[src/rtl/icache_fill.sv]
// icache_fill: critical-word-first instruction-cache line refill engine.
// Issues one wrapping burst per miss, writes each beat into the victim CAM
// way and returns the requested word as soon as its beat arrives.
module icache_fill #(
    parameter int LINE_WORDS = 4,
    parameter int WAYS       = 2,
    parameter int PADDR_W    = 29,
    localparam int WAYW      = (WAYS > 1) ? $clog2(WAYS) : 1,
    localparam int OFFW      = $clog2(LINE_WORDS),
    localparam int AW        = PADDR_W - 2,
    localparam int TAGW      = AW - OFFW
) (
    input  logic            clk_core,
    input  logic            reset_n,
    input  logic            fill_req,
    input  logic [AW-1:0]   fill_addr,
    input  logic            kill,
    output logic            icf_busy,
    output logic            icf_insn_valid,
    output logic [31:0]     icf_insn,
    output logic            icf_exc,
    output logic            icf_cam_write_req,
    output logic [WAYW-1:0] icf_cam_write_way,
    output logic [OFFW-1:0] icf_cam_write_offset,
    output logic [TAGW-1:0] icf_cam_write_tag,
    output logic [31:0]     icf_cam_write_data,
    output logic            icf_cam_line_valid,
    output logic            icf_cvalid,
    input  logic            bmain_cready,
    output logic            icf_cmd,
    output logic [AW-1:0]   icf_addr,
    input  logic            bmain_rvalid,
    output logic            icf_rready,
    input  logic            bmain_rlast,
    input  logic [31:0]     bmain_rdata,
    input  logic            bmain_error,
    output logic            icf_eack
);

    typedef enum logic [1:0] {S_IDLE, S_CMD, S_DATA} state_t;

    localparam logic [OFFW-1:0] LAST = OFFW'(LINE_WORDS - 1);

    state_t          state;
    logic [AW-1:0]   lat_addr;
    logic [OFFW-1:0] count;
    logic            killed;
    logic [WAYW-1:0] victim;
    logic [WAYW-1:0] victim_next;
    logic            live;
    logic            beat;

    // Next victim way; a single-way cache always refills way 0.
    always_comb begin
        victim_next = '0;
        if (WAYS > 1) begin
            victim_next = victim + WAYW'(1);
        end
    end

    // A fill is live when neither an earlier nor a same-cycle kill has hit it.
    always_comb begin
        live = ~(killed | kill);
        beat = (state == S_DATA) & bmain_rvalid & ~bmain_error;
    end

    // Refill sequencer: command issue, beat counting, kill drain and error exits.
    always_ff @(posedge clk_core or negedge reset_n) begin
        if (!reset_n) begin
            state          <= S_IDLE;
            lat_addr       <= '0;
            count          <= '0;
            killed         <= 1'b0;
            victim         <= '0;
            icf_insn       <= '0;
            icf_insn_valid <= 1'b0;
            icf_exc        <= 1'b0;
        end else begin
            icf_insn_valid <= 1'b0;
            icf_exc        <= 1'b0;
            case (state)
                S_IDLE: begin
                    killed <= 1'b0;
                    if (fill_req && !kill) begin
                        lat_addr <= fill_addr;
                        state    <= S_CMD;
                    end
                end
                S_CMD: begin
                    if (kill) begin
                        killed <= 1'b1;
                    end
                    if (bmain_error) begin
                        icf_exc <= live;
                        killed  <= 1'b0;
                        state   <= S_IDLE;
                    end else if (bmain_cready) begin
                        count <= '0;
                        state <= S_DATA;
                    end
                end
                S_DATA: begin
                    if (kill) begin
                        killed <= 1'b1;
                    end
                    if (bmain_error) begin
                        icf_exc <= live;
                        killed  <= 1'b0;
                        state   <= S_IDLE;
                    end else if (bmain_rvalid) begin
                        if (count == '0) begin
                            icf_insn       <= bmain_rdata;
                            icf_insn_valid <= live;
                        end
                        if (count == LAST) begin
                            // Line is only committed if the bus closes the burst correctly.
                            if (bmain_rlast) begin
                                if (!killed) begin
                                    victim <= victim_next;
                                end
                            end else begin
                                icf_exc <= live;
                            end
                            killed <= 1'b0;
                            state  <= S_IDLE;
                        end else if (bmain_rlast) begin
                            icf_exc <= live;
                            killed  <= 1'b0;
                            state   <= S_IDLE;
                        end else begin
                            count <= count + OFFW'(1);
                        end
                    end
                end
                default: begin
                    state <= S_IDLE;
                end
            endcase
        end
    end

    // Bus handshake and CAM write strobes derived from the current state and beat.
    always_comb begin
        icf_busy             = (state != S_IDLE);
        icf_cvalid           = (state == S_CMD);
        icf_rready           = (state == S_DATA);
        icf_cmd              = 1'b1;
        icf_addr             = lat_addr;
        icf_eack             = (state != S_IDLE) & bmain_error;
        icf_cam_write_req    = beat & ~killed;
        icf_cam_write_way    = victim;
        icf_cam_write_offset = lat_addr[OFFW-1:0] + count;
        icf_cam_write_tag    = lat_addr[AW-1:OFFW];
        icf_cam_write_data   = '0;
        if (beat && !killed) begin
            icf_cam_write_data = bmain_rdata;
        end
        icf_cam_line_valid   = beat & ~killed & (count == LAST) & bmain_rlast;
    end

endmodule

[config.mk]
export PLATFORM = sky130hd
export DESIGN_NAME = icache_fill
export DESIGN_NICKNAME = d
export VERILOG_FILES = /design/src/rtl/icache_fill.sv
export SDC_FILE = /design/constraint.sdc
export NUM_CORES = 1
export LEC_CHECK = 0
export CAP_MARGIN = 20
export CORE_AREA = 2 2 117 119
export CTS_BUF_LIST = sky130_fd_sc_hd__clkbuf_8 sky130_fd_sc_hd__clkbuf_16
export CTS_CLUSTER_SIZE = 40
export DETAILED_ROUTE_END_ITERATION = 6
export DIE_AREA = 0 0 119 121
export GPL_TIMING_DRIVEN = 0
export PLACE_DENSITY_LB_ADDON = 0.3
export RECOVER_POWER = 25
export SYNTH_ARGS = -nofsm -noshare
export SYNTH_HDL_FRONTEND = slang
export SYNTH_SLANG_ARGS = --single-unit
export TNS_END_PERCENT = 10
[constraint.sdc]
create_clock -name clk_core -period 2 [get_ports clk_core]
set_input_delay 0.4 -clock clk_core [delete_from_list [all_inputs] [get_ports clk_core]]
set_output_delay 0.4 -clock clk_core [all_outputs]
set_load 0.03 [all_outputs]
==> results of run 1 <==
[power by group through the flow]
stage                     logic [mW]  clock network, mW  registers [mW]
final                           5.65               1.61            2.39
after global routing            5.92               1.73            2.48
after CTS                       5.64               1.67            2.40
after detailed placement        5.61                  0            2.42
after global placement          5.58                  0            2.39
after floorplan                 2.12                  0            3.58
[flip-flops by register name (all words and copies together) (netlist names)]
| name | cells |
|---|---|
| icf_insn | 32 |
| icf_addr | 27 |
| count | 2 |
| state | 2 |
| icf_cam_write_way | 1 |
| icf_exc | 1 |
| icf_insn_valid | 1 |
| killed | 1 |
[synth_stat cells]
master | n | area, um^2
nor4b_1 | 1 | 8.76
nand2_1 | 3 | 11.3
inv_1 | 7 | 26.3
buf_2 | 3 | 15.0
o221ai_1 | 2 | 17.5
or2_1 | 1 | 6.26
xnor2_1 | 2 | 17.5
nand2b_1 | 1 | 6.26
nand3_2 | 1 | 10.0
a211oi_1 | 1 | 7.51
a21oi_1 | 2 | 10.0
mux2_4 | 10 | 150
mux2_1 | 2 | 22.5
a222oi_1 | 1 | 10.0
nor2b_2 | 1 | 8.76
and2_1 | 33 | 206
o21ai_0 | 1 | 5.00
and2b_1 | 1 | 7.51
and3_1 | 1 | 6.26
dfrtp_1 | 67 | 1680
nor2_1 | 2 | 7.51
ha_1 | 8 | 100
buf_4 | 26 | 195
clkbuf_1 | 3 | 11.3
nor2b_4 | 1 | 13.8
buf_8 | 1 | 15.0
and4bb_1 | 1 | 12.5
nor3_1 | 2 | 10.0
buf_6 | 2 | 22.5
o22ai_1 | 1 | 6.26
mux2_2 | 49 | 552
nor2b_1 | 3 | 18.8
o21a_1 | 1 | 7.51
o2111ai_1 | 2 | 17.5
conb_1 | 1 | 3.75
xor2_1 | 2 | 17.5
[logic make-up (layout without fill, tap and decap cells)]
family / after synthesis / after routing / synth area share
muxes: 61 / 61 / 0.224
and+or+nand+nor: 52 / 52 / 0.103
DFF: 67 / 67 / 0.517
xor gates and xnor gates: 4 / 4 / 0.0108
adders and majority gates: 8 / 8 / 0.0309
AOI/OAI and AO/OA: 11 / 11 / 0.0251
buffers and inverters: 42 / 261 / 0.0880
other: 1 / 1 / 0.00116
[path summary, 6_finish.rpt]
path | from | endpoint | slack [ns] | depth (start not counted)
min in group asynchronous | reset_n | icf_addr[3] | 0.52 | 1
min | icf_cam_write_way | icf_cam_write_way | 0.47 | 1
max reg2reg | state[1] | icf_insn[9] | 0.08 | 7
max | state[0] | icf_cam_write_data[26] | -0.16 | 6
max in group asynchronous | reset_n | icf_insn[27] | 0.46 | 1
min reg2reg | icf_cam_write_way | icf_cam_write_way | 0.47 | 1
[cell type report]
| cell class | count | area [um^2] |
|---|---|---|
| tap | 176 | 220 |
| buffer | 35 | 300 |
| timing repair buffer | 203 | 2040 |
| clock buffer | 12 | 267 |
| multi-input combinational | 137 | 1380 |
| clock inverter | 4 | 41.3 |
| inverter | 7 | 26.3 |
| fill | 1241 | 7130 |
| sequential | 67 | 1680 |
[stage by stage]
step                 util  hold slack [ns]  power (mW)  instance area, um^2  setup TNS [ns]
global route        0.455            0.484        10.1                 5950           -7.40
CTS                 0.442            0.226        9.71                 5790           -6.55
global placement    0.414            0.457        7.97                 5420         -171.19
floorplan               -            0.104        5.69                 3270               0
finish              0.455            0.472        9.66                 5950           -4.89
detailed placement  0.414            0.466        8.03                 5420          -43.76
[what timing repair did]
item                       4_1_cts  5_1_grt
cloned                           3        0
setup buffers                    4        3
setup endpoints to repair       40       63
resized for setup              252       56
pin swaps                        8       17
[per-layer routing]
layer / up-vias / track usage
met5: - / 0
met4: 0 / 0.0625
met3: 11 / 0.0324
met2: 105 / 0.215
met1: 1283 / 0.151
li1: 1236 / -
==> run_results.csv, run 1 <==
group,metric,value,unit
sta,clock_skew,0.00931,ns
sta,period_share,1.08,
placement,post-dp-hpwl,6.85,mm
cts,cts_hold_buf,0,
route,met2_length,4.71,mm
sta,finalWorstSetupSlack,-0.162,ns
cts,cts_buffers,9,
worst_setup_path,cpLargestDelayFamily,"simple AND/OR/NAND/NOR gates",
route,avgRoutedWirePerCell,14.4,um
route,wl_met1,3.80,mm
worst_setup_path,path_buf_inv,3,
synthesis,syn-cell-area,3240,um^2
cts,clock_sinks,67,
global_routing,grt.total_usage,0.128,
route,dr.pass1.iters,4,
global_routing,first_global_vias,2678,
synthesis,yosysSeqAreaShare,0.517,
placement,place_ws,-1.24,ns
synthesis,synth_warnings,0,
route,drt-total-wl,9.22,mm
route,drc,0,
worst_setup_path,crit_top_cell,"buf_6",
route,met3WireLength,524,um
finish,diodes,0,
global_routing,antenna_found_initial,0,
sta,finalSetupViolCount,34,
placement,gp_congestion,0.777,
pwr,switching_share,0.402,
outcome,violations,"capacitance limit, slew limit, setup timing",
worst_setup_path,path_class,"reg -> out",
worst_setup_path,crit_path_end_kind,"output port",
synthesis,synthCells,246,
floorplanning,die_w,119,um
global_routing,grt_max_degree,68,
finish,fin_nets,535,
synthesis,ys_ff_latch,67,
sta,fmax,463,MHz
route,via_per_inst,4.11,
pwr,vdd_drop_max,0.691,mV
synthesis,yosys.cell_types.count,36,
worst_setup_path,crit_path_start_kind,"flop",
cts,htreeDepth,3,
synthesis,synth_area_per_cell,13.2,um^2
cts,cts_tree,"built",
pwr,cellLeakagePower,2.70,nW
sta,maxSlewViolCount,68,
synthesis,syn-num-nets,321,
finish,fin_cells,641,
flow_run,timing.max_cap.violations,1,
floorplanning,die_area,14400,um^2
sta,hold_viol_final,0,
worst_setup_path,cp.required,1.60,ns
floorplanning,io-pin-count,195,
sta,layout_min_cycle_time,2.16,ns
pwr,p_per_area,1620,nW/um^2
finish,layout_commonest_cell,"clkdlybuf4s50_1",
floorplanning,die_h,121,um
worst_setup_path,path_max_fanout,8,
cts,clk_latency,0.33,ns
floorplanning,start_util,0.248,
worst_setup_path,max_stage_delay,0.39,ns
placement,io_buffers,193,
sta,worstMarginPinSlew,1.71,ns
floorplanning,coreArea,13100,um^2
cts,cts_buffer_depth,2,
worst_setup_path,path_cells,"inv_2 > ha_4 > and4bb_4 > buf_6 > and2_2 > buf_6",
finish,layout-drive-gt1-share,0.419,
worst_setup_path,cp.arrival,1.76,ns
min_path,hp-class,"reg -> reg",
pwr,p_sw,3.88,mW
pwr,pwr-share-seq,0.247,
placement,dp_cells,615,
sta,max_slew_margin,-0.138,
global_routing,grt_pass1_wl,14.2,mm
finish,syn2layout_area_growth,83.6,%
cts,root_buffer,"clkbuf_16",
cts,path_clk_slew,0.05,ns
sta,rsz0062_at_grt,"true",
route,routed.top_layer,"met4",
pwr,p_clk_frac,0.167,
route,drt.antenna.violating_nets,0,
finish,mostFrequentLayoutCells,"150 x clkdlybuf4s50_1, 67 x dfrtp_1, 49 x mux2_2",
route,vias,2635,
outcome,outcome,"finished, violations left",
pwr,comb_power_share,0.585,
floorplanning,rows,42,
route,drt_iter0_drc,85,
pwr,power.internal,5.78,mW
worst_setup_path,cp_slowest_cell,"dfrtp_1",
global_routing,grt-ovfl-total,0,
(Power assumes the default switching activity.)
==> run 2, diff against run 1 <==
--- a/config.mk
+++ b/config.mk
@@ -6,11 +6,11 @@
 export NUM_CORES = 1
 export LEC_CHECK = 0
 export CAP_MARGIN = 20
-export CORE_AREA = 2 2 117 119
+export CORE_AREA = 8 8 123 125
 export CTS_BUF_LIST = sky130_fd_sc_hd__clkbuf_8 sky130_fd_sc_hd__clkbuf_16
 export CTS_CLUSTER_SIZE = 40
 export DETAILED_ROUTE_END_ITERATION = 6
-export DIE_AREA = 0 0 119 121
+export DIE_AREA = 0 0 131 133
 export GPL_TIMING_DRIVEN = 0
 export PLACE_DENSITY_LB_ADDON = 0.3
 export RECOVER_POWER = 25
==> constraint.sdc (replaced) <==
create_clock -name clk_core -period 2.5 [get_ports clk_core]
set_input_delay 0.5 -clock clk_core [delete_from_list [all_inputs] [get_ports clk_core]]
set_output_delay 0.5 -clock clk_core [all_outputs]
set_load 0.03 [all_outputs]
==> run 2 against run 1 <==
  * The flow finishes with violations (capacitance limit, slew limit)
  * Total power down 23%
  * Register-to-register slack improved by 0.56 ns
  * Clock-buffer cell count is 2 lower
  * Cell count shrank 1.7%
  * Global-route usage shrank 1.4 points
==> run_results.csv, run 2 (synthesis results as in run 1) <==
group,metric,value,unit
route,drc,0,
route,via_per_inst,4.04,
cts,path_clk_slew,0.05,ns
route,drt_iter0_drc,71,
finish,mostFrequentLayoutCells,"155 x clkdlybuf4s50_1, 67 x dfrtp_1, 49 x mux2_2",
worst_setup_path,path_max_fanout,8,
cts,root_buffer,"clkbuf_16",
finish,regMostFlops,"icf_insn",
sta,maxSlewViolCount,68,
worst_setup_path,crit_start,"state[0]",
floorplanning,io-pin-count,195,
finish,fin_nets,527,
global_routing,antenna_found_initial,0,
route,drt-total-wl,9.85,mm
cts,clk_latency,0.32,ns
sta,fin_hold_ws,0.465,ns
worst_setup_path,crit_path_end_kind,"output port",
min_path,min-delay-start,"icf_cam_write_way",
global_routing,grt_pass1_wl,15.1,mm
floorplanning,start_util,0.248,
pwr,p_clk_frac,0.146,
sta,period_share,0.958,
sta,hold_viol_final,0,
placement,io_buffers,193,
global_routing,grt.total_usage,0.114,
finish,layout_commonest_cell,"clkdlybuf4s50_1",
route,drt.antenna.violating_nets,0,
route,avgRoutedWirePerCell,15.6,um
route,dr.pass1.iters,4,
worst_setup_path,crit_path_start_kind,"flop",
worst_setup_path,cp.arrival,1.89,ns
cts,cts_tree,"built",
placement,gp_congestion,0.775,
placement,post-dp-hpwl,7.86,mm
min_path,hp-class,"reg -> reg",
floorplanning,rows,42,
worst_setup_path,path_class,"reg -> out",
worst_setup_path,reg2reg_from,"state[1]",
pwr,p_sw,3.06,mW
sta,rsz0062_at_grt,"false",
global_routing,grt-ovfl-total,0,
floorplanning,die_h,133,um
pwr,switching_share,0.411,
flow_run,timing.max_cap.violations,1,
pwr,power.internal,4.39,mW
finish,diodes,0,
sta,finalWorstSetupSlack,0.106,ns
finish,syn2layout_area_growth,70.5,%
sta,layout_min_cycle_time,2.39,ns
floorplanning,coreArea,13100,um^2
outcome,violations,"capacitance limit, slew limit",
cts,cts_buffer_depth,2,
pwr,vdd_drop_max,0.552,mV
pwr,comb_power_share,0.598,
cts,htreeDepth,3,
sta,clock_skew,0.00737,ns
pwr,p_per_area,1350,nW/um^2
route,vias,2545,
global_routing,grt_max_degree,68,
finish,layout-drive-gt1-share,0.324,
floorplanning,die_area,17400,um^2
finish,largest_reg_flops,32,
pwr,pwr-share-seq,0.256,
finish,final_core_utilization,0.422,
cts,cts_buffers,9,
cts,clock_sinks,67,
sta,worstMarginPinSlew,1.68,ns
placement,place_ws,-0.909,ns
sta,fmax,418,MHz
worst_setup_path,cp.required,2.00,ns
global_routing,first_global_vias,2675,
pwr,cellLeakagePower,2.54,nW
floorplanning,die_w,131,um
sta,finalSetupViolCount,0,
outcome,outcome,"finished, violations left",
sta,max_slew_margin,-0.123,
finish,fillCellCount,1266,
run 2: final timing paths:
check                                              end  slack [ns]  depth (start not counted)
worst max-delay path            icf_cam_write_data[10]        0.11                          6
worst min-delay path                 icf_cam_write_way        0.47                          1
worst max register to register                state[1]        0.64                          5
worst min register to register       icf_cam_write_way        0.47                          1
max in group asynchronous                       killed        0.76                          2
min in group asynchronous                  icf_addr[1]        0.73                          2
run 2: power groups by stage:
stage / Combinational [mW] / Clock (mW) / Sequential [mW]
after CTS: 4.53 / 1.14 / 1.92
after floorplan: 1.68 / 0 / 2.86
after global placement: 4.50 / 0 / 1.91
after global routing: 4.67 / 1.18 / 1.99
final: 4.46 / 1.08 / 1.91
after detailed placement: 4.53 / 0 / 1.94
run 2: area by class of cell:
cell class	instances	area [um^2]	share of cell area
timing repair buffer	195	1790	0.324
sequential	67	1680	0.303
multi-input combinational	137	1290	0.234
buffer	35	270	0.0489
clock buffer	10	239	0.0432
tap	176	220	0.0398
inverter	7	26.3	0.00475
clock inverter	3	11.3	0.00204
run 2: what timing repair did:
| item | in CTS | in global routing |
|---|---|---|
| pin swaps | 1 | 0 |
| setup buffers | 1 | 0 |
| hold buffers | 0 | 0 |
| resized for setup | 170 | 6 |
| setup endpoints to repair | 36 | 6 |
run 2: metal layers:
metal | up-vias | routed length (um) | track usage
met4 | 0 | 165 | 0.0536
met2 | 99 | 5040 | 0.193
met1 | 1219 | 3770 | 0.126
li1 | 1218 | - | -
met5 | - | 0 | 0
met3 | 9 | 881 | 0.0333
run 2: per-stage QoR:
step / power, mW / instance area, um^2 / std cells / setup TNS [ns]
6_report: 7.45 / 5530 / 630 / 0
5_1_grt: 7.85 / 5530 / 630 / 0
4_1_cts: 7.59 / 5560 / 630 / -0.00915
3_5_place_dp: 6.47 / 5420 / 616 / -26.76
3_3_place_gp: 6.41 / 5390 / 615 / -129.79
2_1_floorplan: 4.54 / 3240 / 246 / 0
run 2: worst max-delay path: stages (launching register included):
cell	delay [ns]
dfrtp_1	0.42
inv_2	0.11
ha_4	0.18
and4bb_4	0.30
buf_4	0.14
and2_1	0.12
clkdlybuf4s18_2	0.29
